File: src/rtl/mipi_csi2_depack.sv
// CSI-2 packet depacketizer: parses headers, unpacks RAW8/10/12 payloads into
// MSB-justified pixels, checks payload CRC-16 and tracks line/frame counters.
module mipi_csi2_depack #(
    parameter int unsigned DATA_WIDTH = 12
) (
    input  logic                  img_clk,
    input  logic                  resetb,
    input  logic                  enable,
    input  logic [7:0]            phy_data,
    input  logic                  phy_we,
    input  logic                  phy_dvo,
    input  logic [1:0]            vc_sel,
    output logic [DATA_WIDTH-1:0] dato,
    output logic                  dvo,
    output logic                  lvo,
    output logic                  fvo,
    output logic [5:0]            pkt_dt,
    output logic [15:0]           line_cnt,
    output logic [15:0]           frame_cnt,
    output logic                  crc_err,
    output logic                  trunc_err,
    output logic                  unsup_dt
);
    localparam int unsigned PW = 12;
    localparam logic [5:0]  DT_FS    = 6'h00;
    localparam logic [5:0]  DT_FE    = 6'h01;
    localparam logic [5:0]  DT_RAW8  = 6'h2A;
    localparam logic [5:0]  DT_RAW10 = 6'h2B;
    localparam logic [5:0]  DT_RAW12 = 6'h2C;
    localparam logic [15:0] CRC_INIT = 16'hFFFF;
    localparam logic [15:0] CRC_POLY = 16'h8408;

    typedef enum logic [2:0] {S_IDLE, S_HEADER, S_PAYLOAD, S_CRC, S_EOT} state_t;
    state_t state, state_nxt;

    logic [1:0]           vc;
    logic [5:0]           dt;
    logic [1:0]           hdr_cnt;
    logic [15:0]          wc;
    logic [15:0]          crc;
    logic [7:0]           ftr_lo;
    logic                 ftr_cnt;
    logic [3:0][7:0]      grp;
    logic [2:0]           grp_idx;
    logic [2:0][PW-1:0]   pend;
    logic [1:0]           drain_rem;
    logic                 pay_done;

    logic                 vc_ok_c, is_long_c;
    logic                 di_c, hdr_byte_c, dec_c, pay_byte_c, ftr_byte_c, trunc_c;
    logic                 grp_done_c;
    logic [2:0]           grp_len_c, npx_c;
    logic [3:0][PW-1:0]   px_c;

    function automatic logic [15:0] crc_step(input logic [15:0] c, input logic [7:0] d);
        logic [15:0] r;
        r = c;
        for (int i = 0; i < 8; i++)
            r = (r[0] ^ d[i]) ? ((r >> 1) ^ CRC_POLY) : (r >> 1);
        return r;
    endfunction

    function automatic logic [DATA_WIDTH-1:0] justify(input logic [PW-1:0] p);
        return DATA_WIDTH'(p) << (DATA_WIDTH - PW);
    endfunction

    // State register
    always_ff @(posedge img_clk or negedge resetb) begin
        if (!resetb) state <= S_IDLE;
        else         state <= state_nxt;
    end

    // Next state and per-cycle byte strobes
    always_comb begin
        state_nxt  = state;
        di_c       = 1'b0;
        hdr_byte_c = 1'b0;
        dec_c      = 1'b0;
        pay_byte_c = 1'b0;
        ftr_byte_c = 1'b0;
        trunc_c    = 1'b0;
        vc_ok_c    = (vc == vc_sel);
        is_long_c  = (dt == DT_RAW8) || (dt == DT_RAW10) || (dt == DT_RAW12);
        if (!enable) begin
            state_nxt = S_IDLE;
        end else begin
            case (state)
                S_IDLE: begin
                    if (phy_we && phy_dvo) begin
                        di_c      = 1'b1;
                        state_nxt = S_HEADER;
                    end
                end
                S_HEADER: begin
                    if (!phy_we) begin
                        trunc_c   = 1'b1;
                        state_nxt = S_IDLE;
                    end else if (phy_dvo) begin
                        hdr_byte_c = 1'b1;
                        if (hdr_cnt == 2'd2) begin
                            dec_c = 1'b1;
                            if (vc_ok_c && is_long_c)
                                state_nxt = (wc == 16'd0) ? S_CRC : S_PAYLOAD;
                            else
                                state_nxt = S_EOT;
                        end
                    end
                end
                S_PAYLOAD: begin
                    if (!phy_we) begin
                        trunc_c   = 1'b1;
                        state_nxt = S_IDLE;
                    end else if (phy_dvo) begin
                        pay_byte_c = 1'b1;
                        if (wc == 16'd1) state_nxt = S_CRC;
                    end
                end
                S_CRC: begin
                    if (!phy_we) begin
                        trunc_c   = 1'b1;
                        state_nxt = S_IDLE;
                    end else if (phy_dvo) begin
                        ftr_byte_c = 1'b1;
                        if (ftr_cnt) state_nxt = S_EOT;
                    end
                end
                S_EOT: begin
                    if (!phy_we) state_nxt = S_IDLE;
                end
                default: state_nxt = S_IDLE;
            endcase
        end
    end

    // Group unpacking; the current byte is always the last byte of the group
    always_comb begin
        px_c      = '0;
        grp_len_c = 3'd1;
        npx_c     = 3'd1;
        case (pkt_dt)
            DT_RAW10: begin
                grp_len_c = 3'd5;
                npx_c     = 3'd4;
                for (int i = 0; i < 4; i++)
                    px_c[i] = {grp[i], phy_data[2*i +: 2], 2'b00};
            end
            DT_RAW12: begin
                grp_len_c = 3'd3;
                npx_c     = 3'd2;
                px_c[0]   = {grp[0], phy_data[3:0]};
                px_c[1]   = {grp[1], phy_data[7:4]};
            end
            default: px_c[0] = {phy_data, 4'h0};
        endcase
        grp_done_c = pay_byte_c && (grp_idx == grp_len_c - 3'd1);
    end

    // Datapath, pixel drain and status outputs
    always_ff @(posedge img_clk or negedge resetb) begin
        if (!resetb) begin
            dato      <= '0;
            dvo       <= 1'b0;
            lvo       <= 1'b0;
            fvo       <= 1'b0;
            pkt_dt    <= '0;
            line_cnt  <= '0;
            frame_cnt <= '0;
            crc_err   <= 1'b0;
            trunc_err <= 1'b0;
            unsup_dt  <= 1'b0;
            vc        <= '0;
            dt        <= '0;
            hdr_cnt   <= '0;
            wc        <= '0;
            crc       <= '0;
            ftr_lo    <= '0;
            ftr_cnt   <= 1'b0;
            grp       <= '0;
            grp_idx   <= '0;
            pend      <= '0;
            drain_rem <= '0;
            pay_done  <= 1'b0;
        end else begin
            crc_err   <= 1'b0;
            trunc_err <= 1'b0;
            unsup_dt  <= 1'b0;

            if (drain_rem != 2'd0) begin
                dato      <= justify(pend[0]);
                dvo       <= 1'b1;
                pend      <= {PW'(0), pend[2], pend[1]};
                drain_rem <= drain_rem - 2'd1;
            end else begin
                dvo <= 1'b0;
                if (lvo && pay_done) begin
                    lvo      <= 1'b0;
                    pay_done <= 1'b0;
                    line_cnt <= line_cnt + 16'd1;
                end
            end

            if (di_c) begin
                vc      <= phy_data[7:6];
                dt      <= phy_data[5:0];
                hdr_cnt <= 2'd0;
            end

            if (hdr_byte_c) begin
                hdr_cnt <= hdr_cnt + 2'd1;
                if (hdr_cnt == 2'd0)      wc[7:0]  <= phy_data;
                else if (hdr_cnt == 2'd1) wc[15:8] <= phy_data;
            end

            if (dec_c && vc_ok_c) begin
                if (dt == DT_FS) begin
                    fvo      <= 1'b1;
                    line_cnt <= 16'd0;
                end else if (dt == DT_FE) begin
                    fvo       <= 1'b0;
                    frame_cnt <= frame_cnt + 16'd1;
                end else if (is_long_c) begin
                    pkt_dt   <= dt;
                    crc      <= CRC_INIT;
                    grp_idx  <= 3'd0;
                    ftr_cnt  <= 1'b0;
                    pay_done <= 1'b0;
                end else if (dt >= 6'h10) begin
                    unsup_dt <= 1'b1;
                end
            end

            if (pay_byte_c) begin
                wc  <= wc - 16'd1;
                crc <= crc_step(crc, phy_data);
                if (grp_done_c) begin
                    grp_idx <= 3'd0;
                end else begin
                    grp[grp_idx[1:0]] <= phy_data;
                    grp_idx           <= grp_idx + 3'd1;
                end
                if (wc == 16'd1) pay_done <= 1'b1;
            end

            if (grp_done_c) begin
                dato      <= justify(px_c[0]);
                dvo       <= 1'b1;
                lvo       <= 1'b1;
                pend      <= {px_c[3], px_c[2], px_c[1]};
                drain_rem <= 2'(npx_c - 3'd1);
            end

            // Footer arrives LSB first
            if (ftr_byte_c) begin
                ftr_cnt <= 1'b1;
                ftr_lo  <= phy_data;
                if (ftr_cnt) crc_err <= ({phy_data, ftr_lo} != crc);
            end

            if (trunc_c) begin
                trunc_err <= 1'b1;
                drain_rem <= 2'd0;
                dvo       <= 1'b0;
                lvo       <= 1'b0;
                pay_done  <= 1'b0;
            end

            if (!enable) begin
                dvo       <= 1'b0;
                lvo       <= 1'b0;
                fvo       <= 1'b0;
                drain_rem <= 2'd0;
                pay_done  <= 1'b0;
            end
        end
    end

endmodule
File: config.mk
export PLATFORM = sky130hd
export DESIGN_NAME = mipi_csi2_depack
export DESIGN_NICKNAME = d
export VERILOG_FILES = /design/src/rtl/mipi_csi2_depack.sv
export SDC_FILE = /design/constraint.sdc
export NUM_CORES = 1
export LEC_CHECK = 0
export BUFFER_PORTS_ARGS = -buffer_cell sky130_fd_sc_hd__buf_2
export CAP_MARGIN = 10
export CORE_UTILIZATION = 25
export DETAILED_ROUTE_END_ITERATION = 8
export PLACE_DENSITY_LB_ADDON = 0.15
export SKIP_CTS_REPAIR_TIMING = 1
export SLEW_MARGIN = 20
export SYNTH_ARGS = -nofsm -noshare
export SYNTH_HDL_FRONTEND = slang
export SYNTH_SLANG_ARGS = --single-unit
File: constraint.sdc
create_clock -name img_clk -period 4.68 [get_ports img_clk]
set_clock_uncertainty 0.2 [all_clocks]
set_input_delay 0 -clock img_clk [delete_from_list [all_inputs] [get_ports img_clk]]
set_output_delay 0 -clock img_clk [all_outputs]
set_load 0.01 [all_outputs]
==> flow_summary.ini <==
[pwr]
intPower_uw = 2590
power_uw = 3590
power_density_mw_per_mm2 = 341
power_leakage_uw = 0.00482
seqPwrFrac_pct = 49.2
netSwitchingPower_uw = 1010
switching_share_pct = 28.0
peakVddDrop_v = 0.000200
p_comb_share_pct = 11.5
clockPowerShare_pct = 39.3

[grt]
top_usage_layer = met2
gr-usage-met3_pct = 2.72
met1_usage_pct = 17.7
grt_pass1_wl_um = 37300
antenna_found_initial = 0
first_global_vias = 6530
grt.met2_usage_pct = 21.5
track_usage_pct = 13.2
overflow = 0
grt_max_degree = 101

[yosys]
synthDominantCellAreaShare_pct = 50.5
yosys.area.top_type = dfrtp_1
ys.flop_type = dfrtp_1
postSynthAreaPerCell_um2 = 10.9
synth_edf_count = 0
mappedNetlistNets = 842
ys_seq_area_share_pct = 50.5
async_flop_share_pct = 100
netlist_area_mm2 = 0.00891
ys_types = 72
syn_inst = 815
synth_seq_cells = 180
synthTopCellsByArea = dfrtp_1 (51%), mux2_2 (7.6%), mux2i_1 (6.2%)
yosysWarnings = 0

[routing]
drt_iter0_drc = 321
first_pass_iters = 6
drt_wl_total_um = 22800
vias = 6313
viasPerCell = 4.64
route.detailed.drc = 0
routedWlPerCell_um = 16.7
drtAntennaViolNets = 0

[setup_path]
timing.rr.end = pend[2]
end_kind = flip-flop
crit_start = state[2]
critPathArrivalTime_ns = 3.00
cp.required_ns = 4.81
cp-start-kind = flip-flop
endpoint = pend[2]
critPathKind = flip-flop to flip-flop
r2r_start = state[2]
path_max_fanout = 24
reg2reg_slack_ns = 1.81
r2r_cells = 7

[sta]
grt_setup_unrepaired = no
period_share_pct = 61.3
fmax_mhz = 349
final_hold_viol_count = 1
drv_slew = 0
worst_pin_slew_ns = 0.928
timing.slew.headroom_pct = 37.7
setup_viol = 0
min_period_ns = 2.87
setup_tns_ns = 0
holdWs_ns = -0.0336

[run_status]
status = finished, violations left
failed_checks = negative hold slack

[cts]
clkLatencyLatePin_ns = 0.44
clock_sinks = 180
clockRootBuffer = clkbuf_16
ctsHtreeMaxLevel = 4
cts_tree = built
clk_pin_slew_ns = 0.08
cts_buffer_depth = 2
cts_buffers = 17

[floorplanning]
ios = 71
die_area_mm2 = 0.0364
initial_core_util_pct = 25.6
dieWidth_um = 191
coreArea_mm2 = 0.0348
die_y_um = 191
rows = 68

[final_layout]
area_delta_synth_final_pct = 18.0
fin_nets = 919
nFillCells = 3577
drive_gt1_share_pct = 22.0
final_cell_mix = dfrtp_1 (180), nand2_1 (78), buf_2 (69), nor2_1 (63), mux2_2 (60)
mostFrequentLayoutCell = dfrtp_1

[place]
hpwl_um = 14900
routabilityCongestion = 0.787
port_buffers = 70

[worst_hold_path]
hold_path.class = input pin to flip-flop

[flow_run]
max_cap_viol_count = 0
power groups by stage:
stage | clock, uW | sequential (uW) | combinational [uW]
floorplan | 0 | 1760 | 291
global placement | 0 | 1800 | 408
detailed placement | 0 | 1800 | 409
CTS | 1460 | 1770 | 411
global route | 1530 | 1790 | 471
finish | 1410 | 1770 | 414
cell type report:
class	count	area (um^2)	area share, %
flip-flops and latches	180	4500	42.8
repair buffers	95	602	5.72
clock buffers	19	443	4.21
inverters	15	56.3	0.535
clock inverters	12	124	1.18
well taps	455	569	5.41
diodes	1	2.50	0.0238
multi-input cells	583	4220	40.1
worst min-delay path by stage:
stage	start	to	slack [ns]	cells after the start
final	vc_sel[0]	state[2]	-0.03	6
after global routing	vc_sel[0]	state[2]	0.05	6
after CTS	resetb	dato[3]	-0.50	1
after detailed placement	resetb	dato[6]	-0.02	1
after global placement	resetb	dato[6]	-0.02	1
after floorplan	resetb	crc[0]	-0.50	0
logic make-up after synthesis:
| kind of cell | synth area share [%] |
|---|---|
| xor+xnor | 6.88 |
| compound gates | 8.49 |
| buf+inv | 2.64 |
| flops | 50.5 |
| mux | 13.9 |
| simple gates | 15.9 |
| fa+ha+maj | 1.68 |
metrics by stage:
stage / area (um^2) / std cells / utilization [%] / setup slack, ns
final: 10500 / 1360 / 30.2 / 1.81
after global routing: 10500 / 1359 / 30.2 / 1.64
after CTS: 10300 / 1344 / 29.7 / 1.52
after detailed placement: 9780 / 1313 / 28.1 / 1.54
after global placement: 9770 / 1313 / 28.1 / 1.45
after floorplan: 8910 / 815 / - / 2.32
critical path: stages (launching register included):
cell	delay [ns]
dfrtp_1	0.50
nor3b_4	0.33
nor4b_1	0.49
o2111ai_4	0.38
buf_16	0.29
buf_4	0.26
mux2i_1	0.15
a21o_1	0.16
registers in the layout, summed over array words and instances, names as in the netlist, 8 cells and up:
signal	cells
pend	32
wc	16
frame_cnt	16
grp	32
ftr_lo	8
dato	12
crc	16
line_cnt	16
synth_stat cells (6+ instances only):
| master | count |
|---|---|
| xnor2_1 | 39 |
| nand3_1 | 33 |
| mux2_2 | 60 |
| nand4_1 | 11 |
| a21oi_1 | 35 |
| ha_1 | 12 |
| clkbuf_1 | 14 |
| buf_4 | 6 |
| nor2_1 | 64 |
| or2_2 | 6 |
| nand3b_1 | 6 |
| xor2_1 | 31 |
| inv_1 | 15 |
| nand2_1 | 78 |
| o21ai_0 | 24 |
| o21ai_1 | 10 |
| buf_2 | 13 |
| nor4_1 | 10 |
| mux2i_1 | 55 |
| dfrtp_1 | 180 |
| nor3_1 | 8 |
per-layer routing:
layer  vias up  wire (um)  share of wire, %
li1       3042          -                 -
met1      3173      11200                49
met2        78      10700                47
met3        20        574               2.5
met4         0        252               1.1
met5         -          0                 0
Power figures use the tool's default switching activity.
